==> config.mk <==
export PLATFORM = sky130hd
export DESIGN_NAME = ps2_keyboard_rx
export DESIGN_NICKNAME = d
export VERILOG_FILES = /design/src/rtl/ps2_keyboard_rx.sv
export SDC_FILE = /design/constraint.sdc
export NUM_CORES = 1
export LEC_CHECK = 0
export ABC_CLOCK_PERIOD_IN_PS = 2900
export BUFFER_PORTS_ARGS = -buffer_cell sky130_fd_sc_hd__buf_2
export CORE_MARGIN = 4
export CORE_UTILIZATION = 25
export CTS_CLUSTER_SIZE = 25
export DETAILED_ROUTE_END_ITERATION = 10
export MAX_ROUTING_LAYER = met4
export PLACE_DENSITY_LB_ADDON = 0.08
export SETUP_SLACK_MARGIN = 0.3
export SLEW_MARGIN = 20
export SYNTH_ARGS = -nofsm -noshare
export SYNTH_HDL_FRONTEND = slang
export SYNTH_SLANG_ARGS = --single-unit
==> constraint.sdc <==
create_clock -name clk -period 2.9 [get_ports clk]
set_input_delay 0.435 -clock clk [delete_from_list [all_inputs] [get_ports clk]]
set_output_delay 0.435 -clock clk [all_outputs]
set_load 0.01 [all_outputs]
==> src/rtl/ps2_keyboard_rx.sv <==
// PS/2 keyboard receiver: pin conditioning, 11-bit frame FSM with timeout and set-2 scancode decoder.
// Optional typematic-repeat suppression is enabled by defining PS2_TYPEMATIC_FILTER_EN.
`timescale 1ns/1ps

module ps2_keyboard_rx #(
    parameter int SYNC_STAGES    = 2,
    parameter int FILTER_LEN     = 8,
    parameter int TIMEOUT_CYCLES = 50000
) (
    input  logic       clk,
    input  logic       reset_n,
    input  logic       ps2_clk,
    input  logic       ps2_data,
    output logic [7:0] rx_byte,
    output logic       rx_byte_valid,
    output logic [7:0] RXDATA,
    output logic       EXTENDED,
    output logic       KEY_PRESSED,
    output logic       KEY_RELEASED,
    output logic       frame_err
);

    localparam int FILT_W = $clog2(FILTER_LEN + 1);
    localparam int TMO_W  = $clog2(TIMEOUT_CYCLES + 1);
    localparam logic [FILT_W-1:0] FILT_MAX = FILT_W'(FILTER_LEN - 1);
    localparam logic [TMO_W-1:0]  TMO_LAST = TMO_W'(TIMEOUT_CYCLES - 1);

    typedef enum logic [1:0] {S_IDLE, S_DATA, S_PARITY, S_STOP} state_t;

    logic [SYNC_STAGES-1:0] clk_sync_q, clk_sync_d, data_sync_q, data_sync_d;
    logic                   filt_q, filt_d;
    logic [FILT_W-1:0]      filt_cnt_q, filt_cnt_d;
    logic                   fall_edge;
    logic                   clk_s, data_s;

    state_t                 state_q, state_d;
    logic [7:0]             shift_q, shift_d;
    logic [2:0]             bit_cnt_q, bit_cnt_d;
    logic                   parity_q, parity_d;
    logic [TMO_W-1:0]       tmo_q, tmo_d;
    logic [7:0]             rx_byte_q, rx_byte_d;
    logic                   rx_byte_valid_q, rx_byte_valid_d;
    logic                   frame_err_q, frame_err_d;

    logic [7:0]             rxdata_q, rxdata_d;
    logic                   extended_q, extended_d;
    logic                   key_pressed_q, key_pressed_d;
    logic                   key_released_q, key_released_d;
    logic                   break_pend_q, break_pend_d;
    logic                   ext_pend_q, ext_pend_d;

    assign clk_s  = clk_sync_q[SYNC_STAGES-1];
    assign data_s = data_sync_q[SYNC_STAGES-1];

    // NOTE: every always_comb assigns its defaults first, so no path can infer a latch.
    always_comb begin
        clk_sync_d  = {clk_sync_q[SYNC_STAGES-2:0], ps2_clk};
        data_sync_d = {data_sync_q[SYNC_STAGES-2:0], ps2_data};
        filt_d      = filt_q;
        filt_cnt_d  = '0;
        fall_edge   = 1'b0;
        if (clk_s != filt_q) begin
            if (filt_cnt_q == FILT_MAX) begin
                filt_d    = clk_s;
                fall_edge = filt_q;
            end else begin
                filt_cnt_d = filt_cnt_q + 1'b1;
            end
        end
    end

    always_comb begin
        state_d         = state_q;
        shift_d         = shift_q;
        bit_cnt_d       = bit_cnt_q;
        parity_d        = parity_q;
        tmo_d           = '0;
        rx_byte_d       = rx_byte_q;
        rx_byte_valid_d = 1'b0;
        frame_err_d     = 1'b0;
        if (fall_edge) begin
            unique case (state_q)
                S_IDLE: begin
                    // A falling edge with data high is a glitch, not a start bit.
                    if (!data_s) begin
                        state_d   = S_DATA;
                        bit_cnt_d = '0;
                    end
                end
                S_DATA: begin
                    shift_d   = {data_s, shift_q[7:1]};
                    bit_cnt_d = bit_cnt_q + 1'b1;
                    if (bit_cnt_q == 3'd7) state_d = S_PARITY;
                end
                S_PARITY: begin
                    parity_d = data_s;
                    state_d  = S_STOP;
                end
                S_STOP: begin
                    if (data_s && (^{shift_q, parity_q})) begin
                        rx_byte_d       = shift_q;
                        rx_byte_valid_d = 1'b1;
                    end else begin
                        frame_err_d = 1'b1;
                    end
                    state_d = S_IDLE;
                end
                default: state_d = S_IDLE;
            endcase
        end else if (state_q != S_IDLE) begin
            if (tmo_q == TMO_LAST) begin
                state_d     = S_IDLE;
                frame_err_d = 1'b1;
                shift_d     = '0;
            end else begin
                tmo_d = tmo_q + 1'b1;
            end
        end
    end

`ifdef PS2_TYPEMATIC_FILTER_EN
    logic [8:0] held_q, held_d;
    logic       held_valid_q, held_valid_d;
    logic       held_match;
    assign held_match = held_valid_q && (held_q == {ext_pend_q, rx_byte_q});
`endif

    always_comb begin
        rxdata_d       = rxdata_q;
        extended_d     = extended_q;
        key_pressed_d  = 1'b0;
        key_released_d = 1'b0;
        break_pend_d   = break_pend_q;
        ext_pend_d     = ext_pend_q;
`ifdef PS2_TYPEMATIC_FILTER_EN
        held_d         = held_q;
        held_valid_d   = held_valid_q;
`endif
        if (frame_err_q) begin
            break_pend_d = 1'b0;
            ext_pend_d   = 1'b0;
        end else if (rx_byte_valid_q) begin
            case (rx_byte_q)
                8'hE0: ext_pend_d   = 1'b1;
                8'hF0: break_pend_d = 1'b1;
                8'h00, 8'hAA, 8'hE1, 8'hEE, 8'hFA,
                8'hFC, 8'hFD, 8'hFE, 8'hFF: begin
                end
                default: begin
                    break_pend_d = 1'b0;
                    ext_pend_d   = 1'b0;
`ifdef PS2_TYPEMATIC_FILTER_EN
                    if (break_pend_q) begin
                        key_released_d = 1'b1;
                        rxdata_d       = rx_byte_q;
                        extended_d     = ext_pend_q;
                        if (held_match) held_valid_d = 1'b0;
                    end else if (!held_match) begin
                        key_pressed_d = 1'b1;
                        rxdata_d      = rx_byte_q;
                        extended_d    = ext_pend_q;
                        held_d        = {ext_pend_q, rx_byte_q};
                        held_valid_d  = 1'b1;
                    end
`else
                    key_released_d = break_pend_q;
                    key_pressed_d  = !break_pend_q;
                    rxdata_d       = rx_byte_q;
                    extended_d     = ext_pend_q;
`endif
                end
            endcase
        end
    end

    // NOTE: sequential state uses non-blocking assignments only; combinational blocks use blocking.
    always_ff @(posedge clk or negedge reset_n) begin
        if (!reset_n) begin
            clk_sync_q      <= '1;
            data_sync_q     <= '1;
            filt_q          <= 1'b1;
            filt_cnt_q      <= '0;
            state_q         <= S_IDLE;
            shift_q         <= '0;
            bit_cnt_q       <= '0;
            parity_q        <= 1'b0;
            tmo_q           <= '0;
            rx_byte_q       <= '0;
            rx_byte_valid_q <= 1'b0;
            frame_err_q     <= 1'b0;
            rxdata_q        <= '0;
            extended_q      <= 1'b0;
            key_pressed_q   <= 1'b0;
            key_released_q  <= 1'b0;
            break_pend_q    <= 1'b0;
            ext_pend_q      <= 1'b0;
`ifdef PS2_TYPEMATIC_FILTER_EN
            held_q          <= '0;
            held_valid_q    <= 1'b0;
`endif
        end else begin
            clk_sync_q      <= clk_sync_d;
            data_sync_q     <= data_sync_d;
            filt_q          <= filt_d;
            filt_cnt_q      <= filt_cnt_d;
            state_q         <= state_d;
            shift_q         <= shift_d;
            bit_cnt_q       <= bit_cnt_d;
            parity_q        <= parity_d;
            tmo_q           <= tmo_d;
            rx_byte_q       <= rx_byte_d;
            rx_byte_valid_q <= rx_byte_valid_d;
            frame_err_q     <= frame_err_d;
            rxdata_q        <= rxdata_d;
            extended_q      <= extended_d;
            key_pressed_q   <= key_pressed_d;
            key_released_q  <= key_released_d;
            break_pend_q    <= break_pend_d;
            ext_pend_q      <= ext_pend_d;
`ifdef PS2_TYPEMATIC_FILTER_EN
            held_q          <= held_d;
            held_valid_q    <= held_valid_d;
`endif
        end
    end

    assign rx_byte       = rx_byte_q;
    assign rx_byte_valid = rx_byte_valid_q;
    assign RXDATA        = rxdata_q;
    assign EXTENDED      = extended_q;
    assign KEY_PRESSED   = key_pressed_q;
    assign KEY_RELEASED  = key_released_q;
    assign frame_err     = frame_err_q;

endmodule

# After elaboration in Yosys (flattened, before gate mapping)
# Cells that the tools add are included.
dict set report totals {
  reg_bits 62
  in_bits 4
  elab_cells 107
}
dict set report op_classes {
  addsub 3
  eq_ne 23
  muxes 39
  bitwise 2
  n_reduce_logical 22
}
# op n
set ops {}
lappend ops {{equality test 8 bit (second input constant)} 10}
lappend ops {{2-to-1 mux 16 bit} 3}
lappend ops {{2-to-1 mux 8 bit} 4}
lappend ops {{2-to-1 mux 1 bit} 20}
lappend ops {{OR reduction 10 bit} 2}
lappend ops {{adder 16 x 1 -> 16 bit (second input constant)} 1}
lappend ops {{equality test 16 bit (second input constant)} 1}
lappend ops {{AND reduction 3 bit} 4}
lappend ops {{OR reduction 11 bit} 1}
lappend ops {{2-to-1 mux 2 bit} 5}
lappend ops {{nonzero test 2 bit} 5}
lappend ops {{XOR reduction 9 bit} 1}
lappend ops {{zero test 8 bit} 1}
lappend ops {{2-to-1 mux 4 bit} 2}
lappend ops {{one-hot mux 2 bit (4 select lines)} 1}
lappend ops {{AND reduction 2 bit} 4}
lappend ops {{!= test 2 x 1 -> 1 bit (second input constant)} 3}
lappend ops {{!= test 3 bit (second input constant)} 2}
lappend ops {{one-hot mux 3 bit (2 select lines)} 1}
lappend ops {{adder 4 x 1 -> 4 bit (second input constant)} 1}
lappend ops {{equality test 2 bit (second input constant)} 2}
lappend ops {{equality test 4 x 3 -> 1 bit (second input constant)} 1}
lappend ops {{one-hot mux 1 bit (2 select lines)} 2}
lappend ops {{AND reduction 4 bit} 1}
lappend ops {{other kinds (10)} 11}

# Longest topological paths before layout
dict set report depth {
  word_depth 5
  depth_mapped 8
  depth_no_buf 6
}

# Least setup slack after synthesis
# OpenSTA, ideal clock, no wires.
dict set report synth_path {
  path_kind {reg-to-reg}
  from {register rx_byte_q[2], in the netlist rx_byte[2]}
  to {register extended_q, in the netlist EXTENDED}
  setup_ps 125
  arrival_time_ps 2057
  required_ps 2775
  slack_ps 718
  path_stages_with_launch 8
  n_path_buf 2
  synth_period_minus_slack_ps 2182
  path_cell_list {dfrtp_1 > buf_2 > or4_2 > o21ai_1 > a311o_2 > or3_4 > buf_6 > mux2_4}
}
dict set report synth_between {
  elab_chain_cells 4
  elab_cells_between_ends 14
  cone_classes {eq/ne: 10; bitwise: 1; reduce/logical: 3}
}
# item line
set synth_lines {}
lappend synth_lines {{start, declared} 41} ;# logic [7:0] rx_byte_q, rx_byte_d;
lappend synth_lines {{start signal, assigned} 211} ;# rx_byte_q <= rx_byte_d;
lappend synth_lines {{equality test 8 bit / zero test 8 bit (equally long branches)} 143} ;# case (rx_byte_q)
lappend synth_lines {{OR reduction 11 bit (no line) (*)} -}
lappend synth_lines {{NOT 1 bit (no line) (*)} -}
lappend synth_lines {{AND reduction 3 bit (no line) (*)} -}
lappend synth_lines {{end signal, assigned} 215} ;# extended_q <= extended_d;
lappend synth_lines {{end, declared} 46} ;# logic extended_q, extended_d;
# Mark *: on every way between the ends. The rest lies on a longest branch, timed or not.
# A chain may end at the register's enable or synchronous reset.

# Final worst setup path
dict set report layout_path {
  from {register rx_byte_q[1], in the netlist rx_byte[1]}
  to {register rxdata_q[0], in the netlist RXDATA[0]}
}
dict set report layout_between {
  elab_chain_cells 4
  elab_cells_between_ends 14
  cone_classes {eq/ne: 10; bitwise: 1; reduce/logical: 3}
}
# item line
set layout_lines {}
lappend layout_lines {{equality test 8 bit / zero test 8 bit (equally long branches)} 143}
lappend layout_lines {{OR reduction 11 bit (no line) (*)} -}
lappend layout_lines {{NOT 1 bit (no line) (*)} -}
lappend layout_lines {{AND reduction 3 bit (no line) (*)} -}
lappend layout_lines {{end signal, assigned} 214} ;# rxdata_q <= rxdata_d;
lappend layout_lines {{end, declared} 45} ;# logic [7:0] rxdata_q, rxdata_d;
# Marks and branches as above.

==> results.yml <==
synthesis:
  synthAdderAreaFrac: 0.0343
  yosys.area_share.simple: 0.164
  ys.flop_type: "dfrtp_1"
  synth.most_common_cell: "dfrtp_1"
  synth-edff-count: 0
  synth_seq_area_share: 0.534
  syn_inst: 251
  yosysTopAreaCellShare: 0.489
  avgSynthCellArea_um2: 11.6
  syn_area_mm2: 0.00292
  async_reset_ff_frac: 1.00
  yosys_warnings: 0
  synth-seq-cells: 62
  synthXorXnorAreaFrac: 0.0767
  synth_compound_area_frac: 0.0746
  synth.distinct_cells: 47
  synth_commonest_cells: "dfrtp_1 (57), nor2_1 (25), nand2_1 (18)"
  synth_top_family_by_area: "simple AND/OR/NAND/NOR gates"
  synth_mux_area_frac: 0.0939
  synth_nets: 263
  synth.area.top_cells: "dfrtp_1 (49%), xnor2_1 (4.8%), dfstp_2 (4.5%), mux2_2 (4.2%), mux2_4 (4.1%)"
  yosysTopAreaCell: "dfrtp_1"
worst_setup_path:
  crit_chain: "or4bb_1 > a2111oi_1 > a311o_2 > or3_4 > mux2_2"
  crit_required_ps: 3110
  reg2reg_to: "RXDATA[0]$_DFFE_PN0P_"
  reg2reg_slack_ps: 680
  r2r_cells: 5
  crit_type: "reg -> reg"
  cp.arrival_ps: 2430
  crit_slowest_cell: "or4bb_1"
  critical-path-max-stage-delay_ps: 530
  r2r_start: "rx_byte[1]$_DFFE_PN0P_"
  crit_path_start_kind: "flop"
  critPathMaxFanout: 11
  endpoint_kind: "flop"
floorplan:
  fp.coreArea_mm2: 0.0114
  dieWidth_um: 116
  die_area_mm2: 0.0135
  core.rowCount: 39
  start_util: 0.256
  ios: 25
  die_y_um: 116
clock_network:
  cts_setup_buffers: 0
  clock-sinks: 62
  cts_tree: "built"
  clockBufferDepth: 2
  cts-resized-gates: 0
  cts-root-buf: "clkbuf_16"
  clkTransAtPathRegs_ps: 60
  numCtsBuffers: 9
  clkLatencyLatePin_ps: 320
  htree_num_levels: 3
  postCtsHoldBufs: 0
drt:
  wl_per_cell_um: 13.6
  vias_per_cell: 4.51
  wl_um: 5810
  drc_errors: 0
  vias: 1932
  drtPass1Iterations: 4
  drt-initial-drc-count: 73
  ant_nets: 0
power_and_ir_drop:
  powerDensity_mw_per_mm2: 614
  leakagePower_nw: 1.63
  vdd_drop_max_uv: 285
sta:
  relSlewSlack: 0.564
  fmax_mhz: 450
  drv_slew: 0
  period_share: 0.767
  rsz0062_at_grt: "no"
  worst_pin_slew_ps: 654
  setup_tns_ps: 0
  fin_hold_ws_ps: 144
  setup_viol: 0
  finalClockSkew_ps: 9.40
  final-hold-violation-count: 0
  period_needed_ps: 2220
grt:
  grt_max_degree: 36
  antenna_found_initial: 0
  grt_pass1_wl_um: 10200
  grt_pass1_vias: 1986
  grt_overflow: 0
  grtUsageTotal: 0.100
place:
  gp_congestion: 0.767
  io_buffers: 24
  dp_hpwl_um: 4050
  placed_area_mm2: 0.00320
cells_and_area:
  fin_nets: 292
  drive_gt1_frac: 0.249
  synthToLayoutAreaGrowth_pct: 21.2
  final_area_mm2: 0.00354
  antenna_cells: 0
worst_hold_path:
  holdCritPathClass: "in -> async"
run:
  cap_violations: 0
outcome:
  status: "completed"
through the flow:
step | setup WS, ps | std cells | utilization | power [mW]
2_1_floorplan | 718 | 251 | - | 0.978
3_3_place_gp | 656 | 412 | 0.281 | 1.02
3_5_place_dp | 654 | 412 | 0.281 | 1.01
4_1_cts | 656 | 428 | 0.310 | 2.22
5_1_grt | 526 | 428 | 0.310 | 2.27
6_report | 676 | 428 | 0.310 | 2.17
worst max-delay path, delay by kind of cell (launching register included):
| kind | cells | cell delay [ps] |
|---|---|---|
| AOI/OAI and AO/OA | 2 | 530 |
| DFF | 1 | 460 |
| muxes | 1 | 350 |
| and+or+nand+nor | 2 | 770 |
registers in the layout, summed over array words and instances, names as in the netlist, 2 cells and up:
signal,flops
tmo_q,16
RXDATA,8
rx_byte,8
shift_q,8
filt_cnt_q,4
bit_cnt_q,3
clk_sync_q,2
data_sync_q,2
state_q,2
per-layer routing:
metal | vias up | GRT usage | share of wire | routed length [um]
li1 | 961 | - | - | -
met1 | 936 | 0.135 | 0.51 | 2950
met2 | 29 | 0.140 | 0.43 | 2530
met3 | 6 | 0.0298 | 0.043 | 250
met4 | 0 | 0.0425 | 0.015 | 87
met5 | - | - | 0 | 0
where the power goes:
group	switching (mW)	internal [mW]	leakage (nW)
logic	0.0455	0.0339	0.626
registers	0.0200	0.898	0.847
clock network	0.377	0.798	0.162
cell usage in the layout, fill, tap and decap left out, types with 4 or more instances in the layout:
| cell | Yosys | final |
|---|---|---|
| a21oi_1 | 4 | 4 |
| a22o_1 | 9 | 9 |
| and3_1 | 4 | 4 |
| buf_2 | 3 | 24 |
| clkbuf_16 | 0 | 9 |
| dfrtp_1 | 57 | 57 |
| dfstp_2 | 5 | 5 |
| ha_1 | 8 | 8 |
| inv_1 | 7 | 7 |
| mux2_2 | 11 | 11 |
| mux2_4 | 8 | 8 |
| nand2_1 | 18 | 18 |
| nand3_1 | 10 | 10 |
| nand4_1 | 4 | 4 |
| nor2_1 | 25 | 25 |
| nor2b_1 | 5 | 5 |
| nor3_1 | 5 | 5 |
| o21ai_0 | 5 | 5 |
| xnor2_1 | 16 | 16 |
| xor2_1 | 7 | 7 |
area by class of cell:
cell class,instances,area [um^2]
Clock buffer,11,253
Clock inverter,5,81.3
Fill cell,1181,7880
Inverter,7,26.3
Multi-Input combinational cell,174,1290
Sequential cell,62,1560
Tap cell,143,179
Timing Repair Buffer,26,148
kinds of logic (layout without fill, tap and decap cells):
| group | after synthesis | count (layout) |
|---|---|---|
| and+or+nand+nor | 90 | 90 |
| AOI/OAI and AO/OA | 30 | 30 |
| muxes | 22 | 22 |
| buffers and inverters | 15 | 49 |
| adders and majority gates | 8 | 8 |
| xor gates and xnor gates | 24 | 24 |
| DFF | 62 | 62 |
how the worst max path moves through the flow:
stage | from | endpoint | slack, ps | depth (start not counted)
after floorplan | rx_byte[2]$_DFFE_PN0P_ | EXTENDED$_DFFE_PN0P_ | 720 | 7
after global placement | rx_byte[1]$_DFFE_PN0P_ | RXDATA[0]$_DFFE_PN0P_ | 660 | 5
after detailed placement | rx_byte[6]$_DFFE_PN0P_ | RXDATA[0]$_DFFE_PN0P_ | 650 | 5
after CTS | rx_byte[1]$_DFFE_PN0P_ | RXDATA[0]$_DFFE_PN0P_ | 660 | 5
after global routing | rx_byte[1]$_DFFE_PN0P_ | RXDATA[0]$_DFFE_PN0P_ | 530 | 5
final | rx_byte[1]$_DFFE_PN0P_ | RXDATA[0]$_DFFE_PN0P_ | 680 | 5
Note: power is estimated with default switching activity, not from simulation.
